--- src/rtl/uart_pkg.sv ---
// Shared types and constants for the UART receive path.
package uart_pkg;

    localparam int unsigned UART_DATA_W   = 8;
    localparam int unsigned UART_BAUD_W   = 20;
    localparam int unsigned UART_BAUD_MIN = 4;

    // Receive FSM states
    typedef enum logic [1:0] {
        IDLE,
        START,
        DATA,
        STOP
    } rx_state_t;

endpackage

--- src/rtl/uart_rx_sync.sv ---
// Serial-line synchroniser: two metastability flops, a delayed copy and a
// registered falling-edge flag. Reset leaves the line looking idle (high).
module uart_rx_sync (
    input  logic clk,
    input  logic rst,
    input  logic rx_in,
    output logic rx_s,
    output logic fall
);

    logic sync1;
    logic rx_p;

    // Synchronise the pin and register a one-cycle pulse on each high-to-low transition
    always_ff @(posedge clk or negedge rst) begin
        if (!rst) begin
            sync1 <= 1'b1;
            rx_s  <= 1'b1;
            rx_p  <= 1'b1;
            fall  <= 1'b0;
        end else begin
            sync1 <= rx_in;
            rx_s  <= sync1;
            rx_p  <= rx_s;
            fall  <= rx_p & ~rx_s;
        end
    end

endmodule

--- src/rtl/uart_rx_ctrl.sv ---
// UART receive controller: start-bit aligned mid-bit sampling of 8N1 frames,
// LSB-first assembly, and a one-entry valid/ready output buffer.
module uart_rx_ctrl
    import uart_pkg::*;
#(
    parameter int unsigned BAUD_W   = UART_BAUD_W,
    parameter int unsigned BAUD_MIN = UART_BAUD_MIN
) (
    input  logic                   clk,
    input  logic                   rst,
    input  logic                   en,
    input  logic [BAUD_W-1:0]      baud,
    input  logic                   rx_in,
    output logic [UART_DATA_W-1:0] rx_data,
    output logic                   rx_valid,
    input  logic                   rx_ready,
    output logic                   busy,
    output logic                   frame_err,
    output logic                   overrun
);

    localparam int unsigned IDX_W = $clog2(UART_DATA_W);

    localparam logic [BAUD_W-1:0] BAUD_ONE   = BAUD_W'(1);
    localparam logic [BAUD_W-1:0] BAUD_FLOOR = BAUD_W'(BAUD_MIN);
    localparam logic [IDX_W-1:0]  IDX_LAST   = IDX_W'(UART_DATA_W - 1);
    localparam logic [IDX_W-1:0]  IDX_ONE    = IDX_W'(1);

    logic                   rx_s;
    logic                   fall;
    rx_state_t              state;
    logic [BAUD_W-1:0]      cnt;
    logic [BAUD_W-1:0]      bit_len;
    logic [BAUD_W-1:0]      half_len;
    logic [BAUD_W-1:0]      baud_eff;
    logic [IDX_W-1:0]       bit_idx;
    logic [UART_DATA_W-1:0] shreg;

    uart_rx_sync u_sync (
        .clk   (clk),
        .rst   (rst),
        .rx_in (rx_in),
        .rx_s  (rx_s),
        .fall  (fall)
    );

    // Divisors below the floor would leave no room for a mid-bit sample
    always_comb begin
        baud_eff = (baud < BAUD_FLOOR) ? BAUD_FLOOR : baud;
    end

    assign busy = (state != IDLE);

    // Frame sequencing, sampling, and the output buffer with its status pulses
    always_ff @(posedge clk or negedge rst) begin
        if (!rst) begin
            state     <= IDLE;
            cnt       <= '0;
            bit_len   <= BAUD_FLOOR;
            half_len  <= BAUD_FLOOR >> 1;
            bit_idx   <= '0;
            shreg     <= '0;
            rx_data   <= '0;
            rx_valid  <= 1'b0;
            frame_err <= 1'b0;
            overrun   <= 1'b0;
        end else begin
            frame_err <= 1'b0;
            overrun   <= 1'b0;

            // Consumer drain; a load below in the same cycle overrides this
            if (rx_valid && rx_ready) begin
                rx_valid <= 1'b0;
            end

            if (!en) begin
                // Abandon any partial frame; the buffer keeps draining
                state <= IDLE;
                cnt   <= '0;
            end else begin
                unique case (state)
                    IDLE: begin
                        if (fall) begin
                            state    <= START;
                            cnt      <= '0;
                            bit_len  <= baud_eff;
                            half_len <= baud_eff >> 1;
                        end
                    end
                    START: begin
                        if (cnt == half_len - BAUD_ONE) begin
                            if (rx_s) begin
                                state <= IDLE;
                            end else begin
                                state   <= DATA;
                                cnt     <= '0;
                                bit_idx <= '0;
                            end
                        end else begin
                            cnt <= cnt + BAUD_ONE;
                        end
                    end
                    DATA: begin
                        if (cnt == bit_len - BAUD_ONE) begin
                            shreg   <= {rx_s, shreg[UART_DATA_W-1:1]};
                            cnt     <= '0;
                            bit_idx <= bit_idx + IDX_ONE;
                            if (bit_idx == IDX_LAST) begin
                                state <= STOP;
                            end
                        end else begin
                            cnt <= cnt + BAUD_ONE;
                        end
                    end
                    STOP: begin
                        if (cnt == bit_len - BAUD_ONE) begin
                            state <= IDLE;
                            cnt   <= '0;
                            if (!rx_s) begin
                                frame_err <= 1'b1;
                            end else if (!rx_valid || rx_ready) begin
                                rx_data  <= shreg;
                                rx_valid <= 1'b1;
                            end else begin
                                overrun <= 1'b1;
                            end
                        end else begin
                            cnt <= cnt + BAUD_ONE;
                        end
                    end
                    default: begin
                        state <= IDLE;
                    end
                endcase
            end
        end
    end

endmodule

--- config.mk ---
export PLATFORM = sky130hd
export DESIGN_NAME = uart_rx_ctrl
export DESIGN_NICKNAME = d
export VERILOG_FILES = /design/src/rtl/uart_pkg.sv /design/src/rtl/uart_rx_sync.sv /design/src/rtl/uart_rx_ctrl.sv
export SDC_FILE = /design/constraint.sdc
export NUM_CORES = 1
export LEC_CHECK = 0
export ABC_AREA = 1
export CORE_MARGIN = 1.5
export CORE_UTILIZATION = 55
export CTS_CLUSTER_DIAMETER = 100
export DETAILED_ROUTE_END_ITERATION = 8
export PLACE_DENSITY = 0.83
export SLEW_MARGIN = 30
export SYNTH_ARGS = -nofsm -noshare
export SYNTH_HDL_FRONTEND = slang
export SYNTH_HIERARCHICAL = 1
export SYNTH_SLANG_ARGS = --single-unit
--- constraint.sdc ---
create_clock -name clk -period 2.9 [get_ports clk]
set_clock_uncertainty 0.2 [all_clocks]
set_input_delay 0.58 -clock clk [delete_from_list [all_inputs] [get_ports clk]]
set_output_delay 0.58 -clock clk [all_outputs]
set_load 0.005 [all_outputs]
Word level (Yosys, flattened, before mapping)
Index checks and enable logic that the tools add are counted.
{ "totals": {"regBits": 87, "input_bits": 25, "elab_cells": 83} }
{ "classes": {"mux": 34, "bitwise_logic": 2, "n_eq_ne": 15, "order_cmp": 1, "n_addsub": 4, "n_reduce_logical": 13} }
{ "ops": {"columns": ["op", "count"], "rows": [
  ["20-bit 2-to-1 mux", 6],
  ["20-bit case mux with 3 select lines", 1],
  ["20-bit == test", 2],
  ["20-bit by 1-bit adder with 20-bit output, second input constant", 1],
  ["20-bit by 3-bit less-than comparator with 1-bit output, second input constant", 1],
  ["19-bit by 1-bit subtractor with 20-bit output, second input constant", 1],
  ["20-bit by 1-bit subtractor with 20-bit output, second input constant", 1],
  ["1-bit 2-to-1 mux", 15],
  ["5-bit AND reduction", 3],
  ["2-bit 2-to-1 mux", 7],
  ["3-bit inequality test, second input constant", 4],
  ["3-bit 2-to-1 mux", 3],
  ["2-bit case mux with 4 select lines", 1],
  ["2-bit inequality test, second input constant", 3],
  ["3-bit case mux with 2 select lines", 1],
  ["3-bit AND reduction", 2],
  ["2-bit == test, second input constant", 2],
  ["4-bit inequality test, second input constant", 1],
  ["2-bit nonzero test", 2],
  ["3-bit by 1-bit adder with 3-bit output, second input constant", 1],
  ["3-bit == test, second input constant", 1],
  ["3-bit by 2-bit inequality test with 1-bit output, second input constant", 1],
  ["2-bit by 1-bit == test with 1-bit output, second input constant", 1],
  ["2-bit logical NOT", 1],
  ["7 further kinds", 7]
]} }

Depth between registers and ports, before layout
{ "logic_depth": {"word_depth": 7, "ltp_mapped": 21, "depth_no_buf": 20} }

Cells and area by module
Netlist, hierarchy kept.
{ "modules_own_cells": {"columns": ["mod", "seq_area_each_um2", "cells_per_inst", "area_each_um2", "n_inst"], "rows": [
  ["uart_rx_ctrl", 1602.8, 798, 5432.7, 1],
  ["uart_rx_sync", 103.8, 6, 113.9, 1]
]} }

Worst setup path before layout
OpenSTA, ideal clock, no wires.
{ "synth_timing": {"kind": "reg-to-reg", "startpoint": "reg bit_len[0]", "endpoint": "reg rx_data[3]", "path_slack_ns": 0.379, "setup_time_ns": 0.117, "arrival_ns": 2.203, "required_ns": 2.583, "stages_incl_launch_ff": 16, "path_cell_list": "dfrtp_1 -> inv_1 -> ha_1 -> buf_2 -> nand2_4 -> nor2_4 -> nand2_1 -> xor2_2 -> nand2_1 -> nor2_2 -> nand3b_4 -> nor2_4 -> nand4_4 -> buf_6 -> nand2_2 -> o21ai_2"} }
{ "synth_between": {"elab_chain_cells": 3} }
{ "synth_rtl": {"columns": ["item", "line", "source"], "rows": [
  ["start: declaration", "uart_rx_ctrl.sv:33", "logic [BAUD_W-1:0] bit_len;"],
  ["start signal: assignment", "uart_rx_ctrl.sv:86", "bit_len <= baud_eff;"],
  ["20-bit by 1-bit subtractor with 20-bit output", "uart_rx_ctrl.sv:116", "if (cnt == bit_len - BAUD_ONE) begin"],
  ["20-bit == test", "uart_rx_ctrl.sv:116", null],
  ["5-bit AND reduction (no source line)", null, null],
  ["end signal: assignment", "uart_rx_ctrl.sv:122", "rx_data <= shreg;"],
  ["end: declaration", "uart_rx_ctrl.sv:14", "output logic [UART_DATA_W-1:0] rx_data,"]
]} }
Every way passes these cells.
A chain may end at the register's enable or synchronous reset.

Worst setup path in the final report
{ "layout_timing": {"startpoint": "reg bit_len[3]", "endpoint": "reg cnt[15]"} }
{ "layout_between": {"elab_chain_cells": 5} }
{ "layout_rtl": {"columns": ["item", "line", "source"], "rows": [
  ["20-bit by 1-bit subtractor with 20-bit output", "uart_rx_ctrl.sv:104, uart_rx_ctrl.sv:116", null],
  ["20-bit == test", "uart_rx_ctrl.sv:104, uart_rx_ctrl.sv:116", null],
  ["20-bit 2-to-1 mux", "uart_rx_ctrl.sv:104, uart_rx_ctrl.sv:116", null],
  ["20-bit case mux with 3 select lines", "uart_rx_ctrl.sv:81", "unique case (state)"],
  ["20-bit 2-to-1 mux", "uart_rx_ctrl.sv:76", "if (!en) begin"],
  ["end signal: assignment", "uart_rx_ctrl.sv:100", "cnt <= cnt + BAUD_ONE;"],
  ["end signal: assignment", "uart_rx_ctrl.sv:112", "cnt <= cnt + BAUD_ONE;"],
  ["end signal: assignment", "uart_rx_ctrl.sv:128", "cnt <= cnt + BAUD_ONE;"],
  ["end: declaration", "uart_rx_ctrl.sv:32", "logic [BAUD_W-1:0] cnt;"]
]} }
Every way passes these cells.

==> metrics.txt <==
# TYPE chip_impl_metric gauge
chip_impl_info{name="status",value="finished, final reports clean"} 1
chip_impl_metric{name="layout.filler_cells",unit=""} 814
chip_impl_metric{name="max_cap_viol_count",unit=""} 0
chip_impl_metric{name="cts_inserted_buffers",unit=""} 9
chip_impl_metric{name="mappedNetlistArea",unit="um2"} 5547
chip_impl_info{name="cts_tree",value="yes"} 1
chip_impl_metric{name="cts_hold_buf",unit=""} 0
chip_impl_info{name="timing.setup.critical_path_class",value="flop to flop"} 1
chip_impl_metric{name="post_dp_cell_area",unit="um2"} 6108
chip_impl_metric{name="fin_crit_sh",unit="%"} 94.03
chip_impl_metric{name="grt_pass1_wl",unit="mm"} 22.98
chip_impl_metric{name="power-per-cell-area",unit="nW/um2"} 793.8
chip_impl_metric{name="seq_power_share",unit="%"} 28.0
chip_impl_metric{name="count_of_boundary_i_o_pins",unit=""} 37
chip_impl_metric{name="design.final.nets",unit=""} 877
chip_impl_metric{name="timing.critical_path.required",unit="ns"} 2.95
chip_impl_metric{name="grt_start_max_net_pins",unit=""} 69
chip_impl_metric{name="hold_viol",unit=""} 0
chip_impl_metric{name="initial_util",unit="%"} 56.75
chip_impl_metric{name="synth.distinct_cells",unit=""} 44
chip_impl_metric{name="total_leakage_power",unit="nW"} 3.115
chip_impl_metric{name="synth-edff-count",unit=""} 0
chip_impl_metric{name="detail_route.iter0.violations",unit=""} 380
chip_impl_info{name="cp-start-kind",value="flop"} 1
chip_impl_metric{name="groute.usage.overall",unit="%"} 28.44
chip_impl_metric{name="die_h",unit="um"} 103.4
chip_impl_metric{name="synth.ff_latch_count",unit=""} 68
chip_impl_metric{name="rrSetupSlack",unit="ns"} 0.17
chip_impl_metric{name="post_drt_wl_per_cell",unit="um"} 14.42
chip_impl_info{name="timing.critical_path.to_type",value="flop"} 1
chip_impl_metric{name="comb_power_share",unit="%"} 55.9
chip_impl_metric{name="netlist_instances",unit=""} 804
chip_impl_metric{name="cp_data_arrival_time",unit="ns"} 2.78
chip_impl_metric{name="synth_async_sr_flop_share",unit="%"} 100.0
chip_impl_metric{name="insertion_delay",unit="ns"} 0.36
chip_impl_metric{name="final-setup-viol-count",unit=""} 0
chip_impl_info{name="min_path_type",value="primary input to async pin"} 1
chip_impl_metric{name="p_clk_share",unit="%"} 16.1
chip_impl_metric{name="worstMarginPinSlew",unit="ns"} 0.4300
chip_impl_metric{name="dieWidth",unit="um"} 103.4
chip_impl_metric{name="detail-route-antenna-nets",unit=""} 0
chip_impl_info{name="critical_path.cell_chain",value="nor2_4, nand2_4, nor2_4, nand2_1, nand2_1, nand2_1, nand2_1, nand4_1, nor2_1, nand3_1, nand2_1, nand2_2, nand2_4, inv_1, nand2_1, nand2_1"} 1
chip_impl_metric{name="finalMaxSlewViolations",unit=""} 0
chip_impl_metric{name="layout.cell_area.non_filler",unit="um2"} 6391
chip_impl_metric{name="row_count",unit=""} 36
chip_impl_metric{name="clock_path_buffers",unit=""} 2
chip_impl_metric{name="die_area",unit="um2"} 10700
chip_impl_metric{name="final_period_minus_worst_setup_slack",unit="ns"} 2.727
chip_impl_metric{name="detail_route.wirelength",unit="mm"} 14.21
chip_impl_metric{name="grt_antenna_before_repair",unit=""} 0
chip_impl_metric{name="drt_pass1_iterations",unit=""} 6
chip_impl_metric{name="clkSlewWorstSetupHoldPaths",unit="ns"} 0.08
chip_impl_metric{name="cts_num_sinks",unit=""} 68
chip_impl_metric{name="post-route-drc-count",unit=""} 0
chip_impl_metric{name="slew-limit-headroom",unit="%"} 71.11
chip_impl_metric{name="via_count",unit=""} 5262
chip_impl_metric{name="sw_frac_of_total",unit="%"} 49.29
chip_impl_metric{name="yosys_warnings",unit=""} 6
chip_impl_info{name="slowest_stage",value="dfrtp_2"} 1
chip_impl_metric{name="floorplan.core_area",unit="um2"} 9774
chip_impl_metric{name="syn2layout_area_growth",unit="%"} 15.23
chip_impl_metric{name="critical-path-max-stage-delay",unit="ns"} 0.48
chip_impl_metric{name="critical_path.max_fanout",unit=""} 6
chip_impl_info{name="cts-root-buf",value="clkbuf_8"} 1
chip_impl_metric{name="vdd.ir_drop.worst",unit="V"} 0.0006243
chip_impl_metric{name="p_int",unit="mW"} 2.573
chip_impl_metric{name="p_switching",unit="mW"} 2.500
chip_impl_metric{name="place.port_buffers",unit=""} 36
chip_impl_metric{name="synth_seq_area_share",unit="%"} 30.77
chip_impl_metric{name="fin_hold_ws",unit="ns"} 0.03620
chip_impl_info{name="ys.flop_type",value="dfrtp_1"} 1
chip_impl_metric{name="syn-mean-instance-area",unit="um2"} 6.899
chip_impl_metric{name="routabilityCongestion",unit=""} 1.001
chip_impl_metric{name="htree_num_levels",unit=""} 3
chip_impl_metric{name="antenna_cells",unit=""} 0
chip_impl_metric{name="grt_pass1_vias",unit=""} 4656
chip_impl_metric{name="via_per_inst",unit=""} 5.342
chip_impl_metric{name="mappedNetlistNets",unit=""} 834
chip_impl_info{name="crit_path_most_repeated_cell",value="nand2_1"} 1
chip_impl_metric{name="grt_overflow",unit=""} 0
chip_impl_metric{name="fmax",unit="MHz"} 366.7
chip_impl_metric{name="post-dp-hpwl",unit="mm"} 11.07
chip_impl_metric{name="drive_gt1_share",unit="%"} 15.61
==> critical path: cells and delay by family, from the launching register on <==
kind / cells / cell delay [ns]
flops: 1 / 0.48
simple gates: 15 / 1.85
buf+inv: 1 / 0.09
==> per-stage QoR <==
| step | setup slack (ns) | setup TNS [ns] | total power [mW] | instances | util, % |
|---|---|---|---|---|---|
| final | 0.1733 | 0 | 5.073 | 985 | 65.39 |
| after global placement | 0.1624 | 0 | 4.080 | 966 | 62.49 |
| after floorplan | 0.3794 | 0 | 3.388 | 804 | - |
| after global routing | -0.01916 | -0.03079 | 5.469 | 985 | 65.39 |
| after CTS | 0.05756 | 0 | 4.954 | 982 | 64.61 |
| after detailed placement | 0.07458 | 0 | 4.121 | 966 | 62.49 |
==> routing by layer <==
layer,share of wire [%],global-route usage (%),vias to the layer above,wire [um]
met5,0,0,-,0
met2,44,42.99,213,6252
met1,45,40.60,2396,6412
met3,8.3,6.183,27,1177
li1,-,-,2626,-
met4,2.6,9.459,0,364
==> state kept, by name (all words and copies together), names as in the netlist <==
register / count
bit_idx: 3
bit_len: 20
cnt: 20
frame_err: 1
overrun: 1
rx_data: 8
rx_valid: 1
shreg: 8
state: 2
u_sync/fall: 1
u_sync/rx_p: 1
u_sync/rx_s: 1
u_sync/sync1: 1
==> timing repair <==
item,in CTS,in global routing
endpoints found under the setup margin,0,40
setup buffers,0,3
gates resized for setup,0,10
==> layout make-up <==
class | instances | area [um2] | share of cell area (%)
clock buffer | 9 | 123.9 | 1.938
inverter | 107 | 401.6 | 6.284
clock inverter | 7 | 82.58 | 1.292
multi-input combinational | 601 | 3311 | 51.80
sequential | 68 | 1708 | 26.72
timing repair buffer | 60 | 598.1 | 9.358
tap | 133 | 166.4 | 2.604
==> cells by family after synthesis <==
group,Yosys count,share of synthesized area [%]
adder cells (fa/ha/maj),5,1.128
flip-flops,68,30.77
AO/OA/AOI/OAI,67,7.309
XOR/XNOR,51,8.572
buffers and inverters,135,10.26
AND/OR/NAND/NOR,478,41.96
==> power by group through the flow <==
| stage | logic, mW | registers, mW | clock network (mW) |
|---|---|---|---|
| 6_report | 2.83 | 1.42 | 0.819 |
| 5_1_grt | 3.16 | 1.45 | 0.868 |
| 4_1_cts | 2.72 | 1.40 | 0.831 |
| 3_5_place_dp | 2.70 | 1.42 | 0 |
| 3_3_place_gp | 2.67 | 1.41 | 0 |
| 2_1_floorplan | 2.13 | 1.26 | 0 |
==> cells in the final DEF (no fill, tap or decap), types with 3 or more instances in the layout <==
cell type,instances
nand3_1,68
clkdlybuf4s50_1,35
o21ai_1,20
inv_1,100
xor2_1,37
nand2_4,6
nor3_1,11
ha_1,3
dfstp_2,4
or2_2,5
nor2_1,62
nor2_4,15
nand2_2,13
nand3b_1,7
nand4_1,14
buf_12,5
inv_6,3
dfrtp_1,63
buf_4,19
xnor2_1,11
nor4_1,9
o21ai_0,23
nand2_1,241
inv_2,5
nor2_2,11
o21ai_2,15
nand3_2,5
a21oi_1,4
clkbuf_8,9
==> path summary, 6_finish.rpt <==
path,start,end,cells after the start
hold reg to reg,u_sync/sync1,u_sync/rx_s,0
setup / recovery,bit_len[3],cnt[15],16
min in group clk,u_sync/sync1,u_sync/rx_s,0
hold / removal,rst,bit_len[4],2
setup reg to reg,bit_len[3],cnt[15],16
max in group asynchronous,rst,u_sync/rx_p,2
==> Yosys cell counts, types with 10 or more instances <==
master   number  area [um2]
nor2_4       14       157.7
nand2_2      13       81.33
xnor2_1      11       96.34
nand3_1      69       345.3
inv_1       101       379.1
nor3_1       11       55.05
nand2_1     241       904.6
o21ai_2      15       131.4
xor2_1       37       324.1
o21ai_0      23       115.1
nor2_1       64       240.2
dfrtp_1      64        1602
nor2_2       10       62.56
nand4_1      14       87.58
o21ai_1      20       100.1
buf_2        11       55.05
(Power assumes the default switching activity.)
